--- config.mk ---
export PLATFORM = sky130hd
export DESIGN_NAME = freq_hop_nco
export DESIGN_NICKNAME = d
export VERILOG_FILES = /design/src/rtl/freq_hop_nco.sv
export SDC_FILE = /design/constraint.sdc
export NUM_CORES = 1
export LEC_CHECK = 0
export ABC_CLOCK_PERIOD_IN_PS = 16500
export CORE_MARGIN = 2
export CORE_UTILIZATION = 40
export DETAILED_ROUTE_END_ITERATION = 10
export GPL_ROUTABILITY_DRIVEN = 0
export PLACE_DENSITY_LB_ADDON = 0.15
export SYNTH_ARGS = -nofsm -noshare
export SYNTH_HDL_FRONTEND = slang
export SYNTH_SLANG_ARGS = --single-unit
--- constraint.sdc ---
create_clock -name clk -period 16.5 [get_ports clk]
set_clock_uncertainty 0.1 [all_clocks]
set_input_delay 4.125 -clock clk [delete_from_list [all_inputs] [get_ports clk]]
set_output_delay 4.125 -clock clk [all_outputs]
set_load 0.03 [all_outputs]
--- src/rtl/freq_hop_nco.sv ---
// Frequency-hopping NCO: 8-entry tuning table, IDLE/ARM/RUN sequencer.
// Define FREQ_HOP_PHASE_RESET_EN to zero the accumulator on every hop/arm.
module freq_hop_nco #(
  parameter int ACC_W = 32,
  parameter int PH_W  = 10
) (
  input  logic             clk,
  input  logic             rst,
  input  logic [2:0]       addr,
  input  logic             en,
  input  logic             wr_en,
  input  logic [2:0]       wr_addr,
  input  logic [ACC_W-1:0] wr_data,
  output logic [PH_W-1:0]  phase,
  output logic             valid,
  output logic             hop,
  output logic [2:0]       chan
);

  if (PH_W > ACC_W) begin : g_bad_param
    $error("PH_W must not exceed ACC_W");
  end

  typedef enum logic [1:0] {
    IDLE,
    ARM,
    RUN
  } state_t;

  state_t state;
  state_t state_nx;

  logic [ACC_W-1:0] tbl [8];
  logic [ACC_W-1:0] ftw_rd;
  logic [ACC_W-1:0] ftw_q;
  logic [ACC_W-1:0] acc;
  logic [ACC_W-1:0] acc_nx;
  logic [2:0]       addr_q;
  logic             load;
  logic             adv;
  logic             upd;

  // Reads see the pre-write value since the write lands via <=.
  assign ftw_rd = tbl[addr];

  always_ff @(posedge clk or posedge rst) begin
    if (rst) begin
      for (int i = 0; i < 8; i++) begin
        tbl[i] <= '0;
      end
    end else if (wr_en) begin
      tbl[wr_addr] <= wr_data;
    end
  end

  always_comb begin
    state_nx = state;
    load     = 1'b0;
    adv      = 1'b0;
    unique case (state)
      IDLE: begin
        if (en) state_nx = ARM;
      end
      ARM: begin
        if (en) begin
          state_nx = RUN;
          load     = 1'b1;
        end else begin
          state_nx = IDLE;
        end
      end
      RUN: begin
        if (!en) begin
          state_nx = IDLE;
        end else begin
          adv  = 1'b1;
          load = (addr != addr_q);
        end
      end
      default: state_nx = IDLE;
    endcase
  end

`ifdef FREQ_HOP_PHASE_RESET_EN
  // Phase-coherent restart: a load edge zeroes acc.
  always_comb begin
    acc_nx = load ? '0 : acc + ftw_q;
    upd    = load | adv;
  end
`else
  // Phase-continuous: a hop edge still adds the outgoing FTW.
  always_comb begin
    acc_nx = acc + ftw_q;
    upd    = adv;
  end
`endif

  always_ff @(posedge clk or posedge rst) begin
    if (rst) begin
      state  <= IDLE;
      acc    <= '0;
      ftw_q  <= '0;
      addr_q <= '0;
      phase  <= '0;
      hop    <= 1'b0;
      chan   <= '0;
    end else begin
      state <= state_nx;
      hop   <= load;
      if (load) begin
        ftw_q  <= ftw_rd;
        chan   <= addr;
        addr_q <= addr;
      end
      if (upd) begin
        acc   <= acc_nx;
        phase <= acc_nx[ACC_W-1 -: PH_W];
      end
    end
  end

  assign valid = (state == RUN);

endmodule
# Word-level counts from Yosys, hierarchy flattened
# Cells that the tools add are included.
[classes] addsub=1 multipliers=0 n_div=0 n_lt_le_gt_ge=3 eq_ne=5 n_shift=0 mux=14 bitwise_logic=2 n_reduce_logical=3
[op_table] operator="$bwmux W256" count=1
[op_table] operator="$bmux W32 S3" count=1
[op_table] operator="$demux W32 S3" count=1
[op_table] operator="$mux W32" count=3
[op_table] operator="$add A32 B32 Y32" count=1
[op_table] operator="$ge A4 B4 Y1 const B" count=2
[op_table] operator="$not A3 Y4" count=2
[op_table] operator="$mux W2" count=3
[op_table] operator="$pmux W2 S3" count=1
[op_table] operator="$lt A4 B1 Y1 const B" count=1
[op_table] operator="$ne A2 B2 Y1 const B" count=2
[op_table] operator="$mux W1" count=3
[op_table] operator="$ne A3 B3 Y1" count=1
[op_table] operator="$eq A2 B1 Y1 const B" count=1
[op_table] operator="$eq A2 B2 Y1 const B" count=1
[op_table] operator="$logic_not A2 Y1" count=1
[op_table] operator="$pmux W1 S2" count=1
[op_table] operator="$reduce_and A2 Y1" count=1
[op_table] operator="$logic_and A1 B1 Y1" count=1
[totals] regBits=336 latch_bits=0 ramBits=0 rom_bits=0 input_bits=42 wordCells=42 n_memories=0

# Logic depth before layout (Yosys ltp)
# Gate-level depths: netlist of run 1.
[depth] depth_word=6 ltp_mapped=10

# Worst setup path before layout of run 1
# OpenSTA, ideal clock, no wires.
[synth_path] kind="in2reg" startpoint="input port addr[0]" endpoint="register ftw_q[8]" setup_ns=0.137 arrival_ns=5.576 slack_ns=10.687 path_stages=6 path_buffers=3 cell_sequence="buf_2 -> buf_1 -> buf_2 -> mux4_2 -> mux2i_1 -> a21oi_1"
[synth_between] elab_chain_cells=4 elab_cells_between_ends=7 cone_classes="eq/ne: 1; mux: 5; bitwise: 1"
[synth_rtl] item="start: declaration" line="9" source="input logic [2:0] addr,"
[synth_rtl] item="$not A3 Y4 (not written as such)" line="44" source="assign ftw_rd = tbl[addr];"
[synth_rtl] item="$bmux W32 S3" line="44"
[synth_rtl] item="$mux W32 (not written as such) (2 in a row)" line="44"
[synth_rtl] item="end signal: assignment" line="111" source="ftw_q <= ftw_rd;"
[synth_rtl] item="end: declaration" line="35" source="logic [ACC_W-1:0] ftw_q;"
# Several ways; a longest one is shown, not always the timed one. The select of a mux whose other input is x is not followed.
# A chain may end at the register's enable or synchronous reset.

==> impl_metrics.prom, run 1 <==
# TYPE chip_impl_metric gauge
chip_impl_metric{name="postSynthRegisterBits",unit=""} 326
chip_impl_metric{name="p_comb_share",unit="%"} 34.5
chip_impl_info{name="worstSetupPathType",value="in2async"} 1
chip_impl_info{name="run_status",value="completed"} 1
chip_impl_metric{name="sw_frac_of_total",unit="%"} 32.8
chip_impl_metric{name="grt_first_pass_wirelength",unit="um"} 56100
chip_impl_metric{name="row_count",unit=""} 72
chip_impl_info{name="rsz0062_at_grt",value="false"} 1
chip_impl_metric{name="vias_per_inst",unit=""} 5.34
chip_impl_metric{name="synthAdderAreaFrac",unit="%"} 2.86
chip_impl_metric{name="first_pass_iters",unit=""} 4
chip_impl_metric{name="max_cap_viol_count",unit=""} 0
chip_impl_info{name="synth.largest_area_cell",value="dfrtp_1"} 1
chip_impl_info{name="yosys-top-cells-area",value="dfrtp_1, mux2_2, mux4_2"} 1
chip_impl_metric{name="critPathMaxStageDelay",unit="ns"} 0.97
chip_impl_metric{name="via_count",unit=""} 9139
chip_impl_metric{name="cts_post_setup_buffers_inserted",unit=""} 0
chip_impl_metric{name="post_synth.cell_area_avg",unit="sq um"} 13.7
chip_impl_metric{name="layout-drive-gt1-share",unit="%"} 34.3
chip_impl_metric{name="first_global_vias",unit=""} 9533
chip_impl_metric{name="antenna_cells",unit=""} 0
chip_impl_info{name="hold_path_class",value="reg2reg"} 1
chip_impl_metric{name="clockBufferDepth",unit=""} 3
chip_impl_metric{name="ir_worst_vdd",unit="mV"} 0.0637
chip_impl_metric{name="tightest_slew",unit="ns"} 1.08
chip_impl_metric{name="timing.critical_path.buf_inv",unit=""} 4
chip_impl_info{name="cp-end-kind",value="asynchronous set/reset pin"} 1
chip_impl_metric{name="synth_edf_count",unit=""} 0
chip_impl_metric{name="synth-simple-area-share",unit="%"} 4.47
chip_impl_metric{name="power.static_leakage",unit="nW"} 7.49
chip_impl_metric{name="power.switching",unit="W"} 0.000975
chip_impl_metric{name="slew_headroom",unit="%"} 28.3
chip_impl_metric{name="final_net_count",unit=""} 1245
chip_impl_metric{name="cts.sinks",unit=""} 326
chip_impl_metric{name="final-max-slew-violation-count",unit=""} 0
chip_impl_info{name="tritoncts",value="yes"} 1
chip_impl_info{name="critical_path.top_delay_family",value="buffers and inverters"} 1
chip_impl_metric{name="route.antenna.remaining_nets",unit=""} 0
chip_impl_metric{name="power.share.sequential",unit="%"} 39.0
chip_impl_metric{name="fin_area",unit="sq um"} 17800
chip_impl_metric{name="syn_area",unit="sq um"} 15600
chip_impl_metric{name="synth_sequential_area_ratio",unit="%"} 52.3
chip_impl_metric{name="clock_tree.htree_level_count",unit=""} 2
chip_impl_metric{name="detail_route.drc_violations",unit=""} 0
chip_impl_metric{name="layout.area.seq",unit="sq um"} 8160
chip_impl_info{name="worstHoldStart",value="acc[4]$_DFFE_PP0P_"} 1
chip_impl_metric{name="initial_core_util",unit="%"} 40.4
chip_impl_metric{name="dr.first_iter.drc_count",unit=""} 368
chip_impl_metric{name="share_of_synthesized_area_spent_on_multiplexers",unit="%"} 30.3
chip_impl_metric{name="synth_fp_nets",unit=""} 1213
chip_impl_metric{name="report.final.setup_viol",unit=""} 0
chip_impl_info{name="largest_family_of_logic_cells_by_synthesized_area",value="multiplexers"} 1
chip_impl_metric{name="worst-r2r-cell-count",unit=""} 10
chip_impl_metric{name="timing.setup.tns",unit="ns"} 0
chip_impl_metric{name="num_io_pins",unit=""} 57
chip_impl_info{name="worst_r2r_endpoint",value="phase[8]$_DFFE_PP0P_"} 1
chip_impl_metric{name="numPortBuffers",unit=""} 56
chip_impl_info{name="cp_cell_sequence",value="clkdlybuf4s50_1 -> inv_8 -> buf_4 -> buf_4"} 1
chip_impl_metric{name="synth_async_sr_flop_share",unit="%"} 100
chip_impl_metric{name="drt-wirelength-per-cell",unit="um"} 20.3
chip_impl_metric{name="hold-path-cell-count",unit=""} 2
chip_impl_metric{name="pwr-share-clk",unit="%"} 26.5
chip_impl_metric{name="timing.reg2reg.setup_slack",unit="ns"} 13.41
chip_impl_metric{name="synthCells",unit=""} 1136
chip_impl_metric{name="placed_cell_area",unit="sq um"} 16600
chip_impl_metric{name="clk_transition_reported_paths",unit="ns"} 0.06
chip_impl_metric{name="drt-total-wl",unit="um"} 34700
chip_impl_metric{name="period_share",unit="%"} 40.4
chip_impl_metric{name="crit_arrival",unit="ns"} 7.06
chip_impl_metric{name="globalRouteTotalUtil",unit="%"} 17.8
chip_impl_info{name="synth_flop_cell",value="dfrtp_1"} 1
chip_impl_info{name="crit_top_cell",value="buf_4"} 1
chip_impl_metric{name="hold_buffer_count_at_cts",unit=""} 0
chip_impl_metric{name="post_synth_num_cell_types",unit=""} 52
chip_impl_info{name="clock_tree.root_cell",value="clkbuf_16"} 1
chip_impl_metric{name="number_of_antenna_violations_at_the_first_check_in_global_routing",unit=""} 0
chip_impl_metric{name="timing.critical_path.fanout_max",unit=""} 99
chip_impl_metric{name="synth-compound-area-share",unit="%"} 6.02
chip_impl_metric{name="crit_required",unit="ns"} 16.88
chip_impl_metric{name="chipWidth",unit="um"} 201
chip_impl_metric{name="yosysTopAreaCellShare",unit="%"} 52.3
chip_impl_info{name="cp-start-kind",value="input pin"} 1
chip_impl_metric{name="final_period_minus_worst_setup_slack",unit="ns"} 6.67
chip_impl_metric{name="finalHoldWorstSlack",unit="ns"} 0.387
chip_impl_metric{name="grt_start_max_net_pins",unit=""} 100
chip_impl_metric{name="die_h",unit="um"} 201
chip_impl_metric{name="synth_xor_area_share",unit="%"} 1.57
chip_impl_metric{name="floorplan.core_area",unit="sq um"} 38600
chip_impl_metric{name="max_clock_freq",unit="MHz"} 150
chip_impl_metric{name="cts_resized",unit=""} 0
chip_impl_metric{name="multiInputGateArea",unit="sq um"} 7080
chip_impl_metric{name="clock_insertion_delay_worst_skew",unit="ns"} 0.52
chip_impl_info{name="yosys.cell_count.top_type",value="dfrtp_1"} 1
chip_impl_metric{name="synthesis.yosys.warnings",unit=""} 0
chip_impl_info{name="min_to",value="acc[4]$_DFFE_PP0P_"} 1
chip_impl_metric{name="timing.final.hold_violations",unit=""} 0
chip_impl_metric{name="internal_power",unit="W"} 0.00200
chip_impl_info{name="synth.top_cells.by_count",value="dfrtp_1, mux2_2, mux4_2"} 1
chip_impl_metric{name="num-fill-cells",unit=""} 3521
chip_impl_metric{name="p_per_area",unit="nW/um^2"} 168
chip_impl_metric{name="cts_made_buffers",unit=""} 36
chip_impl_metric{name="overflow",unit=""} 0
chip_impl_metric{name="die-area",unit="sq um"} 40600
chip_impl_info{name="slowest_stage",value="buf_4"} 1
chip_impl_metric{name="synthToLayoutAreaGrowth",unit="%"} 13.9
chip_impl_info{name="launch_instance_of_the_worst_register_to_register_path",value="ftw_q[0]$_DFFE_PP0P_"} 1
chip_impl_metric{name="hpwlAfterDp",unit="um"} 19500
power groups by stage:
stage | Sequential, W | Clock (W) | Combinational [W]
finish | 0.00116 | 0.000789 | 0.00103
global route | 0.00119 | 0.000851 | 0.00115
CTS | 0.00116 | 0.000818 | 0.00104
detailed placement | 0.00118 | 0 | 0.00103
global placement | 0.00117 | 0 | 0.00102
floorplan | 0.00113 | 0 | 0.000842
worst reg2reg max path, stage by stage (launching register included):
cell      delay [ns]
dfrtp_1         0.38
ha_1            0.25
fa_1            0.42
a21oi_1         0.26
o21a_1          0.14
o21ai_0         0.19
a211oi_2        0.34
nor3_2          0.14
a311oi_1        0.40
nor4b_1         0.10
a211o_1         0.25
logic make-up after synthesis:
kind of cell,Yosys count
muxes,359
adders and majority gates,35
and+or+nand+nor,146
AOI/OAI and AO/OA,156
buffers and inverters,86
xor gates and xnor gates,28
DFF,326
final cells by class:
cell class / count / area share (%)
Timing Repair Buffer: 72 / 3.78
Tap cell: 518 / 3.65
Sequential cell: 326 / 46.0
Multi-Input combinational cell: 724 / 39.9
Clock buffer: 59 / 6.24
Inverter: 8 / 0.211
Clock inverter: 4 / 0.296
layout by cell type (no fill, tap or decap), drive strengths merged, types with 12 or more instances in the layout:
cell type | synthesis | final
clkdlybuf4s50 | 0 | 53
nor2 | 45 | 45
mux2 | 262 | 262
ha | 34 | 34
a21oi | 63 | 63
clkbuf | 51 | 59
a21o | 14 | 14
xor2 | 16 | 16
mux4 | 64 | 64
xnor2 | 12 | 12
buf | 27 | 19
o21ai | 43 | 43
dfrtp | 326 | 326
mux2i | 33 | 33
nand2 | 53 | 53
metal layers:
metal	routed length, um	share of wire [%]	GRT usage (%)	up-vias
met5	0	0	0	-
met4	634	1.8	4.57	0
met3	1450	4.2	2.61	39
met2	14900	43	26.2	120
met1	17700	51	27.4	4728
li1	-	-	-	4252
metrics by stage:
step           setup WS [ns]  util [%]  instances  power [W]
2_1_floorplan           3.25         -       1136    0.00197
3_3_place_gp            9.08      43.0       1648    0.00219
3_5_place_dp            9.07      43.0       1648    0.00221
4_1_cts                 9.64      46.0       1711    0.00302
5_1_grt                 9.33      46.0       1711    0.00319
6_report                9.83      46.0       1711    0.00298
worst max path at each step:
stage | startpoint | to | slack (ns) | cells past startpoint
3_5_place_dp | rst | ftw_q[5]$_DFFE_PP0P_ | 9.07 | 4
4_1_cts | rst | ftw_q[5]$_DFFE_PP0P_ | 9.64 | 4
2_1_floorplan | rst | acc[0]$_DFFE_PP0P_ | 3.25 | 1
6_report | rst | tbl[208]$_DFFE_PP0P_ | 9.83 | 4
5_1_grt | rst | ftw_q[5]$_DFFE_PP0P_ | 9.33 | 4
3_3_place_gp | rst | ftw_q[5]$_DFFE_PP0P_ | 9.08 | 4
sequential cells by signal (all words and copies together), names as in the netlist:
signal / cells
acc: 22
addr_q: 3
ftw_q: 32
hop: 1
phase: 10
state: 2
tbl: 256
Power figures use the tool's default switching activity.
==> run 2: changes to the inputs <==
--- a/config.mk
+++ b/config.mk
@@ -5,7 +5,7 @@
 export SDC_FILE = /design/constraint.sdc
 export NUM_CORES = 1
 export LEC_CHECK = 0
-export ABC_CLOCK_PERIOD_IN_PS = 16500
+export ABC_CLOCK_PERIOD_IN_PS = 6800
 export CORE_MARGIN = 2
 export CORE_UTILIZATION = 40
 export DETAILED_ROUTE_END_ITERATION = 10
==> constraint.sdc (replaced) <==
create_clock -name clk -period 6.8 [get_ports clk]
set_clock_uncertainty 0.1 [all_clocks]
set_input_delay 1.7 -clock clk [delete_from_list [all_inputs] [get_ports clk]]
set_output_delay 1.7 -clock clk [all_outputs]
set_load 0.03 [all_outputs]
==> impl_metrics.prom, run 2 (synthesized netlist as in run 1, its figures left out) <==
# TYPE chip_impl_metric gauge
chip_impl_metric{name="cts_post_setup_buffers_inserted",unit=""} 0
chip_impl_metric{name="report.final.setup_viol",unit=""} 0
chip_impl_metric{name="cts_resized",unit=""} 0
chip_impl_info{name="worstHoldStart",value="acc[12]$_DFFE_PP0P_"} 1
chip_impl_metric{name="placedCellCount",unit=""} 1646
chip_impl_info{name="top_regs",value="tbl (256), ftw_q (32), acc (22)"} 1
chip_impl_metric{name="vias_per_inst",unit=""} 5.40
chip_impl_metric{name="die-area",unit="sq um"} 40600
chip_impl_metric{name="grt_start_max_net_pins",unit=""} 167
chip_impl_metric{name="timing.reg2reg.setup_slack",unit="ns"} 3.67
chip_impl_info{name="tritoncts",value="yes"} 1
chip_impl_metric{name="row_count",unit=""} 72
chip_impl_metric{name="critPathMaxStageDelay",unit="ns"} 0.59
chip_impl_metric{name="drt-wirelength-per-cell",unit="um"} 20.0
chip_impl_metric{name="route.antenna.remaining_nets",unit=""} 0
chip_impl_metric{name="clock_insertion_delay_worst_skew",unit="ns"} 0.53
chip_impl_metric{name="worst-r2r-cell-count",unit=""} 10
chip_impl_metric{name="crit_required",unit="ns"} 7.11
chip_impl_info{name="critical_path.top_delay_family",value="buffers and inverters"} 1
chip_impl_metric{name="period_share",unit="%"} 57.3
chip_impl_metric{name="final_cells",unit=""} 1709
chip_impl_metric{name="clockBufferDepth",unit=""} 3
chip_impl_info{name="cp-end-kind",value="flip-flop"} 1
chip_impl_metric{name="timing.setup.tns",unit="ns"} 0
chip_impl_metric{name="detail_route.drc_violations",unit=""} 0
chip_impl_metric{name="synthToLayoutAreaGrowth",unit="%"} 14.5
chip_impl_metric{name="drt-total-wl",unit="um"} 34200
chip_impl_info{name="clock_tree.root_cell",value="clkbuf_16"} 1
chip_impl_metric{name="max_clock_freq",unit="MHz"} 257
chip_impl_info{name="launch_instance_of_the_worst_register_to_register_path",value="ftw_q[0]$_DFFE_PP0P_"} 1
chip_impl_metric{name="cts.sinks",unit=""} 326
chip_impl_metric{name="chipWidth",unit="um"} 201
chip_impl_metric{name="grt_first_pass_wirelength",unit="um"} 55700
chip_impl_info{name="cp_cell_sequence",value="buf_2 -> buf_4 -> xnor2_1 -> nand3_1 -> a21oi_1 -> nor2_4 -> buf_4 -> mux2_2"} 1
chip_impl_metric{name="final-max-slew-violation-count",unit=""} 0
chip_impl_metric{name="first_global_vias",unit=""} 9551
chip_impl_metric{name="ir_worst_vdd",unit="mV"} 0.177
chip_impl_metric{name="power.static_leakage",unit="nW"} 7.53
chip_impl_metric{name="clock_tree.htree_level_count",unit=""} 2
chip_impl_info{name="crit_top_cell",value="buf_4"} 1
chip_impl_metric{name="crit_arrival",unit="ns"} 4.21
chip_impl_metric{name="numPortBuffers",unit=""} 56
chip_impl_metric{name="slew_headroom",unit="%"} 29.1
chip_impl_info{name="worstSetupPathType",value="in2reg"} 1
chip_impl_info{name="max_flop_register",value="tbl"} 1
chip_impl_metric{name="timing.final.hold_violations",unit=""} 0
chip_impl_metric{name="floorplan.core_area",unit="sq um"} 38600
chip_impl_metric{name="initial_core_util",unit="%"} 40.4
chip_impl_info{name="hold_path_class",value="reg2reg"} 1
chip_impl_info{name="min_to",value="acc[12]$_DFFE_PP0P_"} 1
chip_impl_metric{name="antenna_cells",unit=""} 0
chip_impl_metric{name="number_of_antenna_violations_at_the_first_check_in_global_routing",unit=""} 1
chip_impl_metric{name="design_power_total",unit="W"} 0.00739
chip_impl_metric{name="overflow",unit=""} 0
chip_impl_metric{name="dr.first_iter.drc_count",unit=""} 442
chip_impl_metric{name="die_h",unit="um"} 201
chip_impl_info{name="cp-start-kind",value="input pin"} 1
chip_impl_metric{name="tightest_slew",unit="ns"} 1.06
chip_impl_metric{name="hold_buffer_count_at_cts",unit=""} 0
chip_impl_info{name="slowest_stage",value="buf_4"} 1
chip_impl_metric{name="hold-path-cell-count",unit=""} 2
chip_impl_info{name="highest_count_cells_in_the_layout_ignoring_fill_and_taps",value="dfrtp_1, mux2_2, mux4_2"} 1
chip_impl_metric{name="layout-drive-gt1-share",unit="%"} 34.7
chip_impl_metric{name="first_pass_iters",unit=""} 4
chip_impl_metric{name="timing.critical_path.buf_inv",unit=""} 3
chip_impl_metric{name="via_count",unit=""} 9225
chip_impl_metric{name="hpwlAfterDp",unit="um"} 20100
chip_impl_metric{name="final_net_count",unit=""} 1244
chip_impl_info{name="commonest_non_fill_non_tap_cell_in_the_layout",value="dfrtp_1"} 1
chip_impl_metric{name="largest_register_ff_count",unit=""} 256
chip_impl_metric{name="cts_made_buffers",unit=""} 37
chip_impl_metric{name="p_per_area",unit="nW/um^2"} 414
chip_impl_metric{name="num_io_pins",unit=""} 57
chip_impl_metric{name="globalRouteTotalUtil",unit="%"} 17.5
chip_impl_info{name="worst_r2r_endpoint",value="phase[8]$_DFFE_PP0P_"} 1
chip_impl_metric{name="final_period_minus_worst_setup_slack",unit="ns"} 3.90
chip_impl_metric{name="clk_transition_reported_paths",unit="ns"} 0.06
chip_impl_metric{name="max_cap_viol_count",unit=""} 0
chip_impl_info{name="run_status",value="completed"} 1
chip_impl_info{name="rsz0062_at_grt",value="false"} 1
chip_impl_metric{name="timing.critical_path.fanout_max",unit=""} 38
-- run 2: through the flow --
stage / hold slack (ns) / utilization, % / instance area, sq um / setup WS [ns]
after CTS: 0.388 / 46.3 / 17800 / 2.85
after floorplan: 0.354 / - / 15600 / 0.649
after global routing: 0.411 / 46.3 / 17800 / 2.70
after global placement: 0.368 / 43.0 / 16600 / 2.32
final: 0.384 / 46.3 / 17800 / 2.90
after detailed placement: 0.376 / 43.0 / 16600 / 2.29
-- run 2: worst max-delay path by stage --
stage,to,depth (start not counted),startpoint
finish,addr_q[0]$_DFFE_PP0P_,8,addr[1]
global route,addr_q[0]$_DFFE_PP0P_,8,addr[1]
CTS,addr_q[0]$_DFFE_PP0P_,8,addr[1]
detailed placement,addr_q[0]$_DFFE_PP0P_,8,addr[1]
global placement,addr_q[1]$_DFFE_PP0P_,8,addr[1]
floorplan,acc[0]$_DFFE_PP0P_,1,rst
-- run 2: routing by layer --
metal | global-route usage (%) | share of wire (%) | up-vias | wire [um]
met2 | 26.1 | 44 | 123 | 15000
met3 | 2.82 | 3.4 | 43 | 1170
li1 | - | - | 4235 | -
met5 | 0 | 0.041 | - | 14
met1 | 26.6 | 51 | 4822 | 17500
met4 | 4.33 | 1.6 | 2 | 552
-- run 2: where the power goes --
| part | switching (W) | internal [W] | total [W] |
|---|---|---|---|
| clock | 0.000791 | 0.00126 | 0.00205 |
| sequential | 0.000350 | 0.00248 | 0.00283 |
| combinational | 0.00128 | 0.00122 | 0.00250 |
| total | 0.00242 | 0.00497 | 0.00739 |
-- run 2: cell type report --
class,instances,area (sq um)
Clock buffer,51,1080
Clock inverter,12,170
Fill cell,3516,20700
Inverter,8,33.8
Multi-Input combinational cell,724,7080
Sequential cell,326,8160
Tap cell,518,648
Timing Repair Buffer,70,681
-- run 2: tightest hold or removal path: stages, from the launching register on --
cell and delay (ns):
dfrtp_1 0.34, nand2_1 0.05, o21ai_0 0.06
==> run 3: changes to the inputs <==
--- a/config.mk
+++ b/config.mk
@@ -5,7 +5,7 @@
 export SDC_FILE = /design/constraint.sdc
 export NUM_CORES = 1
 export LEC_CHECK = 0
-export ABC_CLOCK_PERIOD_IN_PS = 6800
+export ABC_CLOCK_PERIOD_IN_PS = 3900
 export CORE_MARGIN = 2
 export CORE_UTILIZATION = 40
 export DETAILED_ROUTE_END_ITERATION = 10
==> constraint.sdc (replaced) <==
create_clock -name clk -period 3.9 [get_ports clk]
set_clock_uncertainty 0.1 [all_clocks]
set_input_delay 0.975 -clock clk [delete_from_list [all_inputs] [get_ports clk]]
set_output_delay 0.975 -clock clk [all_outputs]
set_load 0.03 [all_outputs]
==> impl_metrics.prom, run 3 (synthesized netlist as in run 1, its figures left out) <==
# TYPE chip_impl_metric gauge
chip_impl_metric{name="die_h",unit="um"} 201
chip_impl_metric{name="report.final.setup_viol",unit=""} 0
chip_impl_info{name="launch_instance_of_the_worst_register_to_register_path",value="ftw_q[0]$_DFFE_PP0P_"} 1
chip_impl_info{name="worstSetupPathType",value="reg2out"} 1
chip_impl_metric{name="die-area",unit="sq um"} 40600
chip_impl_metric{name="row_count",unit=""} 72
chip_impl_metric{name="globalRouteTotalUtil",unit="%"} 17.4
chip_impl_metric{name="cts_made_buffers",unit=""} 38
chip_impl_metric{name="hold_buffer_count_at_cts",unit=""} 0
chip_impl_metric{name="power.static_leakage",unit="nW"} 7.59
chip_impl_metric{name="max_clock_freq",unit="MHz"} 326
chip_impl_info{name="worst_r2r_endpoint",value="acc[20]$_DFFE_PP0P_"} 1
chip_impl_metric{name="post-route-util",unit="%"} 46.6
chip_impl_metric{name="num_io_pins",unit=""} 57
chip_impl_info{name="highest_count_cells_in_the_layout_ignoring_fill_and_taps",value="dfrtp_1, mux2_2, mux4_2"} 1
chip_impl_metric{name="cts_post_setup_buffers_inserted",unit=""} 0
chip_impl_metric{name="crit_required",unit="ns"} 2.82
chip_impl_metric{name="worst-r2r-cell-count",unit=""} 10
chip_impl_metric{name="cts.sinks",unit=""} 326
chip_impl_metric{name="layout.area.seq",unit="sq um"} 8160
chip_impl_metric{name="via_count",unit=""} 9230
chip_impl_info{name="max_flop_register",value="tbl"} 1
chip_impl_metric{name="drt-wirelength-per-cell",unit="um"} 19.7
chip_impl_metric{name="timing.final.hold_violations",unit=""} 0
chip_impl_metric{name="p_per_area",unit="nW/um^2"} 711
chip_impl_metric{name="final_net_count",unit=""} 1253
chip_impl_metric{name="drt-total-wl",unit="um"} 34000
chip_impl_metric{name="final-max-slew-violation-count",unit=""} 0
chip_impl_info{name="run_status",value="completed"} 1
chip_impl_metric{name="hpwlAfterDp",unit="um"} 20500
chip_impl_metric{name="synthToLayoutAreaGrowth",unit="%"} 15.3
chip_impl_metric{name="tightest_slew",unit="ns"} 0.743
chip_impl_info{name="slowest_stage",value="clkdlybuf4s50_1"} 1
chip_impl_metric{name="placed_cell_area",unit="sq um"} 16700
chip_impl_info{name="top_regs",value="tbl (256), ftw_q (32), acc (22)"} 1
chip_impl_metric{name="clock_tree.htree_level_count",unit=""} 2
chip_impl_metric{name="slew_headroom",unit="%"} 50.4
chip_impl_metric{name="clock_insertion_delay_worst_skew",unit="ns"} 0.53
chip_impl_metric{name="chipWidth",unit="um"} 201
chip_impl_metric{name="grt_start_max_net_pins",unit=""} 132
chip_impl_metric{name="ir_worst_vdd",unit="mV"} 0.268
chip_impl_metric{name="multiInputGateArea",unit="sq um"} 7080
chip_impl_metric{name="numPortBuffers",unit=""} 56
chip_impl_metric{name="design_power_total",unit="W"} 0.0128
chip_impl_metric{name="floorplan.core_area",unit="sq um"} 38600
chip_impl_info{name="min_to",value="acc[12]$_DFFE_PP0P_"} 1
chip_impl_metric{name="max_cap_viol_count",unit=""} 0
chip_impl_metric{name="final_cells",unit=""} 1721
chip_impl_metric{name="antenna_cells",unit=""} 0
chip_impl_metric{name="dr.first_iter.drc_count",unit=""} 379
chip_impl_metric{name="placedCellCount",unit=""} 1654
chip_impl_info{name="worstHoldStart",value="acc[12]$_DFFE_PP0P_"} 1
chip_impl_info{name="clock_tree.root_cell",value="clkbuf_16"} 1
chip_impl_metric{name="critPathMaxStageDelay",unit="ns"} 0.71
chip_impl_metric{name="first_pass_iters",unit=""} 4
chip_impl_metric{name="crit_arrival",unit="ns"} 1.99
chip_impl_metric{name="clockBufferDepth",unit=""} 3
chip_impl_info{name="cp_cell_sequence",value="inv_1 -> ha_1 -> clkdlybuf4s50_1"} 1
chip_impl_metric{name="period_share",unit="%"} 78.6
chip_impl_metric{name="timing.critical_path.fanout_max",unit=""} 6
chip_impl_metric{name="clk_transition_reported_paths",unit="ns"} 0.06
chip_impl_metric{name="overflow",unit=""} 0
chip_impl_metric{name="cts_resized",unit=""} 0
chip_impl_info{name="hold_path_class",value="reg2reg"} 1
chip_impl_metric{name="first_global_vias",unit=""} 9557
chip_impl_metric{name="grt_first_pass_wirelength",unit="um"} 55600
chip_impl_metric{name="initial_core_util",unit="%"} 40.4
chip_impl_metric{name="vias_per_inst",unit=""} 5.36
chip_impl_metric{name="timing.reg2reg.setup_slack",unit="ns"} 0.94
chip_impl_metric{name="fin_area",unit="sq um"} 18000
chip_impl_metric{name="final_period_minus_worst_setup_slack",unit="ns"} 3.07
chip_impl_metric{name="num-fill-cells",unit=""} 3592
chip_impl_metric{name="number_of_antenna_violations_at_the_first_check_in_global_routing",unit=""} 0
chip_impl_metric{name="largest_register_ff_count",unit=""} 256
chip_impl_info{name="cp-start-kind",value="flip-flop"} 1
chip_impl_metric{name="layout-drive-gt1-share",unit="%"} 35.2
chip_impl_info{name="cp-end-kind",value="output pin"} 1
chip_impl_info{name="tritoncts",value="yes"} 1
chip_impl_metric{name="hold-path-cell-count",unit=""} 2
chip_impl_info{name="commonest_non_fill_non_tap_cell_in_the_layout",value="dfrtp_1"} 1
chip_impl_metric{name="route.antenna.remaining_nets",unit=""} 0
chip_impl_info{name="rsz0062_at_grt",value="false"} 1
chip_impl_metric{name="detail_route.drc_violations",unit=""} 0
chip_impl_metric{name="finalHoldWorstSlack",unit="ns"} 0.385
-- run 3: changes by cell type in the layout (fill, tap and decap cells not counted), sizes merged --
cell    change
buf         +8
bufinv      -3
inv         -1
clkinv      +3
clkbuf      +5
-- run 3: stage by stage --
step	setup WS [ns]	setup TNS, ns
after floorplan	-1.53	-497.39
after global placement	0.895	0
after detailed placement	0.851	0
after CTS	0.798	0
after global routing	0.673	0
final	0.833	0
-- run 3: how the worst max path moves through the flow --
| stage | from | to | slack, ns | cells past startpoint |
|---|---|---|---|---|
| finish | state[0]$_DFFE_PP0P_ | valid | 0.83 | 3 |
| CTS | state[0]$_DFFE_PP0P_ | valid | 0.80 | 3 |
| floorplan | rst | acc[0]$_DFFE_PP0P_ | -1.53 | 1 |
| global route | ftw_q[0]$_DFFE_PP0P_ | acc[20]$_DFFE_PP0P_ | 0.67 | 10 |
| detailed placement | wr_addr[1] | tbl[120]$_DFFE_PP0P_ | 0.85 | 5 |
| global placement | wr_addr[1] | tbl[121]$_DFFE_PP0P_ | 0.89 | 5 |
-- run 3: per-layer routing --
metal	vias up	share of wire [%]	track usage, %
met3	30	3.8	2.79
met4	0	1.2	4.20
met1	4818	50	26.4
li1	4273	-	-
met5	-	0	0
met2	109	45	26.2
-- run 3: power breakdown --
group | switching [W] | total, W | internal, W
clock network | 0.00139 | 0.00348 | 0.00209
logic | 0.00226 | 0.00442 | 0.00216
registers | 0.000543 | 0.00487 | 0.00433
total | 0.00419 | 0.0128 | 0.00858
-- run 3: layout make-up --
cell class | count | share of cell area, %
Tap cell | 518 | 3.61
Sequential cell | 326 | 45.4
Clock buffer | 56 | 6.35
Inverter | 8 | 0.188
Multi-Input combinational cell | 724 | 39.4
Timing Repair Buffer | 78 | 4.54
Clock inverter | 11 | 0.501
-- run 3: worst max-delay path, delay by kind of cell (launching register included) --
family | cells | cell delay (ns)
adder cells (fa/ha/maj) | 1 | 0.28
flip-flops | 1 | 0.39
buffers and inverters | 2 | 0.79
